## src/rtl/ctrl_pkg.sv

```systemverilog
// Shared definitions for the systolic-array phase sequencer.
// Phase encodings and the state-counter width helper.
package ctrl_pkg;

    typedef enum logic [2:0] {
        PH_IDLE  = 3'd0,
        PH_LOAD  = 3'd1,
        PH_FEED  = 3'd2,
        PH_DRAIN = 3'd3,
        PH_DONE  = 3'd4
    } phase_e;

    // Width able to hold 0..3N+1 without wrap.
    function automatic int cnt_w(input int n);
        return $clog2(3 * n + 2);
    endfunction

endpackage

```

## src/rtl/ctrl_phase_sequencer_if.sv

```systemverilog
// Control/status bundle between the sequencer and its host.
// The host drives start/abort/tile_count; the sequencer drives the rest.
interface ctrl_phase_sequencer_if #(
    parameter int N      = 32,
    parameter int TILE_W = 8
);
    localparam int CNT_W = ctrl_pkg::cnt_w(N);

    logic              start;
    logic              abort;
    logic [TILE_W-1:0] tile_count;
    logic [2:0]        phase;
    logic [CNT_W-1:0]  state_count;
    logic [TILE_W-1:0] tile_idx;
    logic              load_en;
    logic              feed_en;
    logic              drain_en;
    logic              busy;
    logic              done;

    modport master (
        output start, abort, tile_count,
        input  phase, state_count, tile_idx,
        input  load_en, feed_en, drain_en, busy, done
    );

    modport slave (
        input  start, abort, tile_count,
        output phase, state_count, tile_idx,
        output load_en, feed_en, drain_en, busy, done
    );

endinterface

```

## src/rtl/ctrl_bounded_counter.sv

```systemverilog
// Up-counter with clear, increment and a terminal-value flag.
// Clear together with increment restarts the count at 1.
module ctrl_bounded_counter #(
    parameter int W = 4
) (
    input  logic         clk,
    input  logic         rstn,
    input  logic         clr,
    input  logic         inc,
    input  logic [W-1:0] term,
    output logic [W-1:0] count,
    output logic         at_term
);
    localparam logic [W-1:0] ONE = {{(W-1){1'b0}}, 1'b1};

    logic [W-1:0] count_q;

    assign at_term = (count_q == term);
    assign count   = count_q;

    // Count register; saturates at term so it can never wrap.
    always_ff @(posedge clk or negedge rstn) begin
        if (!rstn) begin
            count_q <= '0;
        end else if (clr) begin
            count_q <= inc ? ONE : '0;
        end else if (inc && !at_term) begin
            count_q <= count_q + ONE;
        end
    end

endmodule

```

## src/rtl/ctrl_phase_sequencer.sv

```systemverilog
// Phase sequencer for an N x N systolic array: LOAD, FEED, DRAIN per tile.
// Tiles run back to back; a one-cycle DONE follows the last one.
module ctrl_phase_sequencer
    import ctrl_pkg::*;
#(
    parameter int N      = 32,
    parameter int TILE_W = 8
) (
    input logic                   clk,
    input logic                   rstn,
    ctrl_phase_sequencer_if.slave bus
);
    localparam int CNT_W = cnt_w(N);

    localparam logic [CNT_W-1:0]  END_LOAD  = CNT_W'(N);
    localparam logic [CNT_W-1:0]  END_FEED  = CNT_W'(2 * N);
    localparam logic [CNT_W-1:0]  END_TILE  = CNT_W'(3 * N + 1);
    localparam logic [TILE_W-1:0] TILE_ONE  = {{(TILE_W-1){1'b0}}, 1'b1};

    phase_e            phase_q, phase_d;
    logic [TILE_W-1:0] tiles_q, tiles_d;
    logic              load_q, feed_q, drain_q, busy_q, done_q;

    logic              sc_clr, sc_inc, sc_term;
    logic              ti_clr, ti_inc, ti_term;
    logic [CNT_W-1:0]  sc;
    logic [TILE_W-1:0] ti;
    logic [TILE_W-1:0] ti_last;

    assign ti_last = tiles_q - TILE_ONE;

    ctrl_bounded_counter #(.W(CNT_W)) u_state_cnt (
        .clk     (clk),
        .rstn    (rstn),
        .clr     (sc_clr),
        .inc     (sc_inc),
        .term    (END_TILE),
        .count   (sc),
        .at_term (sc_term)
    );

    ctrl_bounded_counter #(.W(TILE_W)) u_tile_cnt (
        .clk     (clk),
        .rstn    (rstn),
        .clr     (ti_clr),
        .inc     (ti_inc),
        .term    (ti_last),
        .count   (ti),
        .at_term (ti_term)
    );

    // Next phase and counter controls; abort overrides everything.
    always_comb begin
        phase_d = phase_q;
        tiles_d = tiles_q;
        sc_clr  = 1'b0;
        sc_inc  = 1'b0;
        ti_clr  = 1'b0;
        ti_inc  = 1'b0;
        if (bus.abort) begin
            phase_d = PH_IDLE;
            tiles_d = '0;
            sc_clr  = 1'b1;
            ti_clr  = 1'b1;
        end else begin
            unique case (phase_q)
                PH_IDLE: begin
                    if (bus.start) begin
                        phase_d = PH_LOAD;
                        sc_clr  = 1'b1;
                        sc_inc  = 1'b1;
                        ti_clr  = 1'b1;
                        tiles_d = (bus.tile_count == '0) ? TILE_ONE
                                                         : bus.tile_count;
                    end
                end
                PH_LOAD: begin
                    sc_inc = 1'b1;
                    if (sc == END_LOAD) phase_d = PH_FEED;
                end
                PH_FEED: begin
                    sc_inc = 1'b1;
                    if (sc == END_FEED) phase_d = PH_DRAIN;
                end
                PH_DRAIN: begin
                    if (!sc_term) begin
                        sc_inc = 1'b1;
                    end else if (ti_term) begin
                        phase_d = PH_DONE;
                        sc_clr  = 1'b1;
                        ti_clr  = 1'b1;
                    end else begin
                        phase_d = PH_LOAD;
                        sc_clr  = 1'b1;
                        sc_inc  = 1'b1;
                        ti_inc  = 1'b1;
                    end
                end
                PH_DONE: begin
                    phase_d = PH_IDLE;
                end
                default: begin
                    phase_d = PH_IDLE;
                    sc_clr  = 1'b1;
                    ti_clr  = 1'b1;
                end
            endcase
        end
    end

    // Phase, latched tile count and registered strobes.
    always_ff @(posedge clk or negedge rstn) begin
        if (!rstn) begin
            phase_q <= PH_IDLE;
            tiles_q <= '0;
            load_q  <= 1'b0;
            feed_q  <= 1'b0;
            drain_q <= 1'b0;
            busy_q  <= 1'b0;
            done_q  <= 1'b0;
        end else begin
            phase_q <= phase_d;
            tiles_q <= tiles_d;
            load_q  <= (phase_d == PH_LOAD);
            feed_q  <= (phase_d == PH_FEED);
            drain_q <= (phase_d == PH_DRAIN);
            busy_q  <= (phase_d == PH_LOAD) || (phase_d == PH_FEED) ||
                       (phase_d == PH_DRAIN);
            done_q  <= (phase_d == PH_DONE);
        end
    end

    assign bus.phase       = phase_q;
    assign bus.state_count = sc;
    assign bus.tile_idx    = ti;
    assign bus.load_en     = load_q;
    assign bus.feed_en     = feed_q;
    assign bus.drain_en    = drain_q;
    assign bus.busy        = busy_q;
    assign bus.done        = done_q;

endmodule
```

## src/flat_wrapper.sv

```systemverilog
// flat-port wrapper written by rule: the top's interface ports become plain ports
module ctrl_phase_sequencer_flat import ctrl_pkg::*;
#(
    parameter int N      = 32,
    parameter int TILE_W = 8
)
  (clk, rstn, bus_start, bus_abort, bus_tile_count, bus_phase, bus_state_count, bus_tile_idx, bus_load_en, bus_feed_en, bus_drain_en, bus_busy, bus_done);
  ctrl_phase_sequencer_if #(.N(N), .TILE_W(TILE_W)) bus_i ();
  input logic clk;
  input logic rstn;
  input wire logic [$bits(bus_i.start)-1:0] bus_start;
  input wire logic [$bits(bus_i.abort)-1:0] bus_abort;
  input wire logic [$bits(bus_i.tile_count)-1:0] bus_tile_count;
  output wire logic [$bits(bus_i.phase)-1:0] bus_phase;
  output wire logic [$bits(bus_i.state_count)-1:0] bus_state_count;
  output wire logic [$bits(bus_i.tile_idx)-1:0] bus_tile_idx;
  output wire logic [$bits(bus_i.load_en)-1:0] bus_load_en;
  output wire logic [$bits(bus_i.feed_en)-1:0] bus_feed_en;
  output wire logic [$bits(bus_i.drain_en)-1:0] bus_drain_en;
  output wire logic [$bits(bus_i.busy)-1:0] bus_busy;
  output wire logic [$bits(bus_i.done)-1:0] bus_done;
  assign bus_i.start = bus_start;
  assign bus_i.abort = bus_abort;
  assign bus_i.tile_count = bus_tile_count;
  assign bus_phase = bus_i.phase;
  assign bus_state_count = bus_i.state_count;
  assign bus_tile_idx = bus_i.tile_idx;
  assign bus_load_en = bus_i.load_en;
  assign bus_feed_en = bus_i.feed_en;
  assign bus_drain_en = bus_i.drain_en;
  assign bus_busy = bus_i.busy;
  assign bus_done = bus_i.done;
  ctrl_phase_sequencer #(.N(N), .TILE_W(TILE_W)) u_core (.clk(clk), .rstn(rstn), .bus(bus_i));
endmodule
```

## config.mk

```make
export PLATFORM = sky130hd
export DESIGN_NAME = ctrl_phase_sequencer_flat
export DESIGN_NICKNAME = d
export VERILOG_FILES = /design/src/rtl/ctrl_pkg.sv /design/src/rtl/ctrl_phase_sequencer_if.sv /design/src/rtl/ctrl_bounded_counter.sv /design/src/rtl/ctrl_phase_sequencer.sv /design/src/flat_wrapper.sv
export SDC_FILE = /design/constraint.sdc
export NUM_CORES = 1
export LEC_CHECK = 0
export CORE_MARGIN = 3
export CORE_UTILIZATION = 52
export CTS_CLUSTER_DIAMETER = 80
export DETAILED_ROUTE_END_ITERATION = 16
export GPL_TIMING_DRIVEN = 0
export PLACE_DENSITY_LB_ADDON = 0.12
export SLEW_MARGIN = 30
export SYNTH_ARGS = -nofsm -noshare
export SYNTH_HDL_FRONTEND = slang
export SYNTH_SLANG_ARGS = --single-unit
```

## constraint.sdc

```tcl
create_clock -name clk -period 2.7 [get_ports clk]
set_clock_uncertainty 0.05 [all_clocks]
set_input_delay 0.54 -clock clk [delete_from_list [all_inputs] [get_ports clk]]
set_output_delay 0.54 -clock clk [all_outputs]
set_load 0.05 [all_outputs]
```

Word-level counts from Yosys, hierarchy flattened
Cells that the tools add are included.
W data, S select, Z words.
{"block": "classes", "n_eq_ne": 12, "reduce_logical": 15, "addsub": 3, "n_mux": 32}
{"cell": "$mux W8", "count": 6}
{"cell": "$mux W3", "count": 6}
{"cell": "$eq A7 B7 Y1 const B", "count": 2}
{"cell": "$mux W1", "count": 14}
{"cell": "$mux W7", "count": 2}
{"cell": "$eq A3 B2 Y1 const B", "count": 4}
{"cell": "$pmux W3 S4", "count": 1}
{"cell": "$pmux W1 S3", "count": 3}
{"cell": "$add A8 B1 Y8 const B", "count": 1}
{"cell": "$eq A8 B8 Y1", "count": 1}
{"cell": "$logic_not A8 Y1", "count": 1}
{"cell": "$reduce_bool A2 Y1", "count": 4}
{"cell": "$sub A8 B1 Y8 const B", "count": 1}
{"cell": "$add A7 B1 Y7 const B", "count": 1}
{"cell": "$eq A7 B6 Y1 const B", "count": 1}
{"cell": "$eq A3 B1 Y1 const B", "count": 2}
{"cell": "$eq A3 B3 Y1 const B", "count": 2}
{"cell": "$logic_not A3 Y1", "count": 1}
{"cell": "$reduce_or A3 Y1", "count": 1}
{"cell": "$logic_and A1 B1 Y1", "count": 2}
{"cell": "$logic_not A1 Y1", "count": 2}
{"cell": "$logic_or A1 B1 Y1", "count": 2}
{"cell": "$reduce_and A2 Y1", "count": 1}
{"cell": "$reduce_or A2 Y1", "count": 1}
{"block": "totals", "elab_cells": 71, "reg_bits": 31}

Logic depth before layout (Yosys ltp)
{"block": "logic_depth", "ltp_word": 9, "depth_mapped": 11, "mapped_depth_nobuf": 9}

Cells and area by module
Synthesis repeated with hierarchy kept, for this count alone.
{"block": "unflattened", "hier_cells": 216, "area_unflattened_um2": 1940.6}
{"mod": "ctrl_phase_sequencer", "instances": 1, "cells_per_inst": 109, "area_each_um2": 943.4}
{"mod": "ctrl_bounded_counter at u_core.u_tile_cnt", "instances": 1, "cells_per_inst": 57, "area_each_um2": 536.8}
{"mod": "ctrl_bounded_counter at u_core.u_state_cnt", "instances": 1, "cells_per_inst": 50, "area_each_um2": 460.4}

Worst setup path after synthesis
OpenSTA, ideal clock, no wires.
{"block": "synth_path", "kind": "reg2reg", "startpoint": "register u_core.u_state_cnt.count_q[1], in the netlist u_core.u_state_cnt.count[1]", "endpoint": "register u_core.u_state_cnt.count_q[4], in the netlist u_core.u_state_cnt.count[4]", "slack_ns": 0.302, "stages_incl_launch_ff": 12, "arrival_ns": 2.276, "path_buffers": 2, "synth_period_minus_slack_ns": 2.398, "path_cell_list": "dfrtp_1 inv_1 ha_1 and2_1 and2_1 buf_4 a31oi_1 o21a_4 buf_6 nand4_1 xor2_1 nor2_1"}
{"block": "synth_via", "elab_chain_len": 6, "word_cells_on_any_way": 13, "classes_between": "add/sub (1); eq/ne (1); mux (8); reduce/logical (3)"}
{"item": "from (decl)", "line": "ctrl_bounded_counter.sv:16", "text": "logic [W-1:0] count_q;"}
{"item": "from (signal assigned)", "line": "ctrl_bounded_counter.sv:26", "text": "count_q <= inc ? ONE : '0;"}
{"item": "from (signal assigned)", "line": "ctrl_bounded_counter.sv:28", "text": "count_q <= count_q + ONE;"}
{"item": "$eq A7 B7 Y1", "line": "ctrl_bounded_counter.sv:18", "text": "assign at_term = (count_q == term);"}
{"item": "$mux W1", "line": "ctrl_phase_sequencer.sv:86", "text": "if (!sc_term) begin"}
{"item": "$pmux W1 S3", "line": "ctrl_phase_sequencer.sv:66", "text": "unique case (phase_q)"}
{"item": "$mux W1", "line": "ctrl_phase_sequencer.sv:60", "text": "if (bus.abort) begin"}
{"item": "$logic_and A1 B1 Y1", "line": "ctrl_bounded_counter.sv:27", "text": "end else if (inc && !at_term) begin"}
{"item": "$reduce_bool A2 Y1 (no source line)"}
Parallel ways exist; a longest one is shown, timed or not. The select of a mux whose other input is x is not followed.
A chain may end at the register's enable or synchronous reset.

Final worst setup path
{"block": "layout_path", "startpoint": "register u_core.tiles_q[0]", "endpoint": "register u_core.u_tile_cnt.count_q[4], in the netlist u_core.u_tile_cnt.count[4]"}
{"block": "layout_via", "elab_chain_len": 8, "word_cells_on_any_way": 14, "classes_between": "add/sub (1); eq/ne (1); mux (9); reduce/logical (3)"}
{"item": "from (decl)", "line": "ctrl_phase_sequencer.sv:21", "text": "logic [TILE_W-1:0] tiles_q, tiles_d;"}
{"item": "from (signal assigned)", "line": "ctrl_phase_sequencer.sv:123", "text": "tiles_q <= tiles_d;"}
{"item": "$sub A8 B1 Y8 *", "line": "ctrl_phase_sequencer.sv:30", "text": "assign ti_last = tiles_q - TILE_ONE;"}
{"item": "$eq A8 B8 Y1 *", "line": "ctrl_bounded_counter.sv:18"}
{"item": "$mux W1", "line": "ctrl_phase_sequencer.sv:88", "text": "end else if (ti_term) begin"}
{"item": "$mux W1", "line": "ctrl_phase_sequencer.sv:86"}
{"item": "$mux W1", "line": "ctrl_phase_sequencer.sv:66"}
{"item": "$mux W1", "line": "ctrl_phase_sequencer.sv:60"}
{"item": "$logic_and A1 B1 Y1", "line": "ctrl_bounded_counter.sv:27"}
{"item": "$reduce_bool A2 Y1 (no source line)"}
{"item": "to (signal assigned)", "line": "ctrl_bounded_counter.sv:26"}
{"item": "to (signal assigned)", "line": "ctrl_bounded_counter.sv:28"}
{"item": "to (decl)", "line": "ctrl_bounded_counter.sv:16"}
Mark *: on every way between the ends. The rest lies on a longest branch, timed or not.

==> results.md <==
* Outcome: finished, final reports clean
* Power Total at 0.001079 W
* Period utilization at 86.96%
* Startpoint types: register
* Initial antenna violation count at 0
* Die ar. at 0.004477 mm²
* Port Buf Inserts at 33
* Reg clk slew, reported paths at 0.06 ns
* Sequential fraction of the synthesis area at 40.21%
* Post-CTS Hold Buffers at 0
* Mean post-synth cell area at 9.695 µm²
* Final hold violations at 0
* Post-cts sizing count at 0
* DRT iter0 DRCs at 101
* Worst Setup Path Type: register to register
* Leakage at 1.010 nW
* Fraction of layout cells with a size suffix above 1 at 13.33%
* Final Instance Count excl. Fillers at 286
* Antenna diodes at 0
* CTS root buf: clkbuf_8
* Distinct cells, synth at 50
* Fill cells at 283
* Drt drc at 0
* CTS Buf Count at 5
* Post-CTS setup repair buffer count at 0
* Most frequent cells in the layout: 32 x clkdlybuf4s50_1, 31 x dfrtp_1, 27 x nand2_1
* Commonest non-fill, non-tap cell in the layout: clkdlybuf4s50_1
* Placed insts at 278
* Die Y at 66.91 µm
* Mapped Area at 0.001929 mm²
* Power Density at 447.2 mW/mm²
* Total Routing Usage GR at 21.93%
* Maxcap violations at 0
* RSZ-0062 raised after global routing: false
* Core area at 0.003442 mm²
* Wire length per cell at 14.88 µm
* Initial Utilization at 56.05%
* Rows at 21
* Pin count of the biggest net entering global routing at 32
* Htree depth at 2
* Setup violators final at 0
* Via-to-Cell Ratio at 5.664
* Final slew viol count at 0
* Initial DRT Pass Iterations at 4
* Pre-CTS setup slack at 0.06296 ns
* Remaining antenna violation count after routing at 0
* Aggregate global routing overflow at 0
* Min Tclk post-route at 2.348 ns
* Setup TNS at 0 ns
* Post-synth ARST share at 100.0%
* VDD IR-drop max at 305.2 µV
* Clock sink count at 31
* Synthesis Warnings at 0
* Setup ws final at 0.3520 ns
* P&R area growth vs syn at 25.03%
* Worst Max-Slew Pin Slew at 0.6766 ns
* Die Width at 66.91 µm
* CP max FO at 7
* WL final at 4256 µm
* CP arrival at 2.45 ns
* EDFF count, synth at 0
* Post-Synthesis Cells at 199
* Worst skew pair latency at 0.27 ns
* Main flop type after synthesis: dfrtp_1
* Syn nets at 216
* F_max at 425.9 MHz
* TritonCTS clock tree: built
* Max transition margin at 54.90%
* Final Net Count at 256
* Crit end category: register
* Worst Path Required at 2.80 ns
* Post-synthesis register bit count at 31
* First-pass GRT wire length at 7389 µm
* RD Place Congestion at 0.8021
* Worst Hold Class: input port to asynchronous set/reset pin
* HPWL after DPL at 3129 µm
* IO Pins at 35
* Vias in the first global route at 1652
* Clock Path Buffers at 2
* Via count at 1620
==> registers in the layout, summed over array words and instances, names as in the netlist <==
name                      count
u_core.bus.busy               1
u_core.bus.done               1
u_core.bus.drain_en           1
u_core.bus.feed_en            1
u_core.bus.load_en            1
u_core.bus.phase              3
u_core.tiles_q                8
u_core.u_state_cnt.count      7
u_core.u_tile_cnt.count       8
==> synthesized netlist by cell type (2+ instances only) <==
cell	instances	area share (%)
dfrtp_1	31	40
nand2_1	27	5.3
nor2_1	19	3.7
nor3_1	11	2.9
a21oi_1	10	2.6
xnor2_1	10	4.5
xor2_1	10	4.5
inv_1	7	1.4
nand4_1	7	2.3
ha_1	5	3.2
nand3_1	5	1.3
and2_1	4	1.3
a211oi_1	3	1.2
and3_1	3	0.97
buf_6	3	1.8
a31oi_1	2	0.65
buf_2	2	0.52
clkbuf_1	2	0.39
mux2i_1	2	1.0
nand2b_1	2	0.65
nor2b_1	2	0.65
nor4_1	2	0.65
nor4_2	2	1.3
nor4b_4	2	2.5
==> stage by stage <==
step,hold slack [ns],util (%),instance area [µm²]
finish,0.2532,70.08,2412
global route,0.3024,70.08,2412
CTS,0.2727,70.08,2412
detailed placement,0.4937,67.18,2312
global placement,0.4967,67.32,2317
floorplan,0.1944,-,1929
==> worst max-delay path, cell delays in order (launching register included) <==
cell	delay [ns]
dfrtp_1	0.40
inv_1	0.08
ha_1	0.24
nor3b_2	0.17
xnor2_1	0.15
nor4_2	0.34
o211a_4	0.29
nand4_4	0.13
nand2_1	0.24
o21ai_0	0.14
==> report_power, final <==
part | switching (W) | leakage (nW) | internal (W) | total (W)
Clock | 0.000154 | 0.0515 | 0.000232 | 0.000386
Combinational | 0.000115 | 0.534 | 0.0000805 | 0.000195
Sequential | 0.0000188 | 0.424 | 0.000478 | 0.000497
Total | 0.000288 | 1.01 | 0.000791 | 0.00108
==> per-layer routing <==
| metal | vias up | GRT usage [%] | wire length [µm] | share of wire (%) |
|---|---|---|---|---|
| li1 | 788 | - | - | - |
| met1 | 770 | 27.72 | 1987 | 47 |
| met2 | 56 | 36.88 | 1983 | 47 |
| met3 | 6 | 4.722 | 234 | 5.5 |
| met4 | 0 | 7.342 | 51 | 1.2 |
| met5 | - | 0 | 0 | 0 |
==> kinds of logic after synthesis <==
kind of cell | count (synthesis) | share of synthesized area (%)
DFF | 31 | 40.21
and+or+nand+nor | 98 | 30.16
adders and majority gates | 5 | 3.243
xor gates and xnor gates | 20 | 9.079
AOI/OAI and AO/OA | 28 | 11.87
muxes | 2 | 1.038
buffers and inverters | 15 | 4.410
==> area by class of cell <==
cell class | count | area [µm²] | share of cell area (%)
multi-input combinational | 153 | 1069 | 44.29
sequential | 31 | 775.7 | 32.16
timing repair buffer | 33 | 325.3 | 13.49
clock buffer | 8 | 100.1 | 4.149
buffer | 8 | 58.81 | 2.438
tap | 46 | 57.56 | 2.386
inverter | 7 | 26.28 | 1.089
==> worst paths after layout <==
| check | startpoint | end | slack [ns] | cells past startpoint |
|---|---|---|---|---|
| min | rstn | u_core.u_tile_cnt.count[0] | 0.25 | 1 |
| max reg2reg | u_core.tiles_q[0] | u_core.u_tile_cnt.count[4] | 0.35 | 9 |
| max in group asynchronous | rstn | u_core.u_tile_cnt.count[1] | 1.91 | 1 |
| max | u_core.tiles_q[0] | u_core.u_tile_cnt.count[4] | 0.35 | 9 |
| min reg2reg | u_core.tiles_q[7] | u_core.tiles_q[7] | 0.52 | 2 |
| min in group clk | u_core.tiles_q[7] | u_core.tiles_q[7] | 0.52 | 2 |
Power figures use the tool's default switching activity.
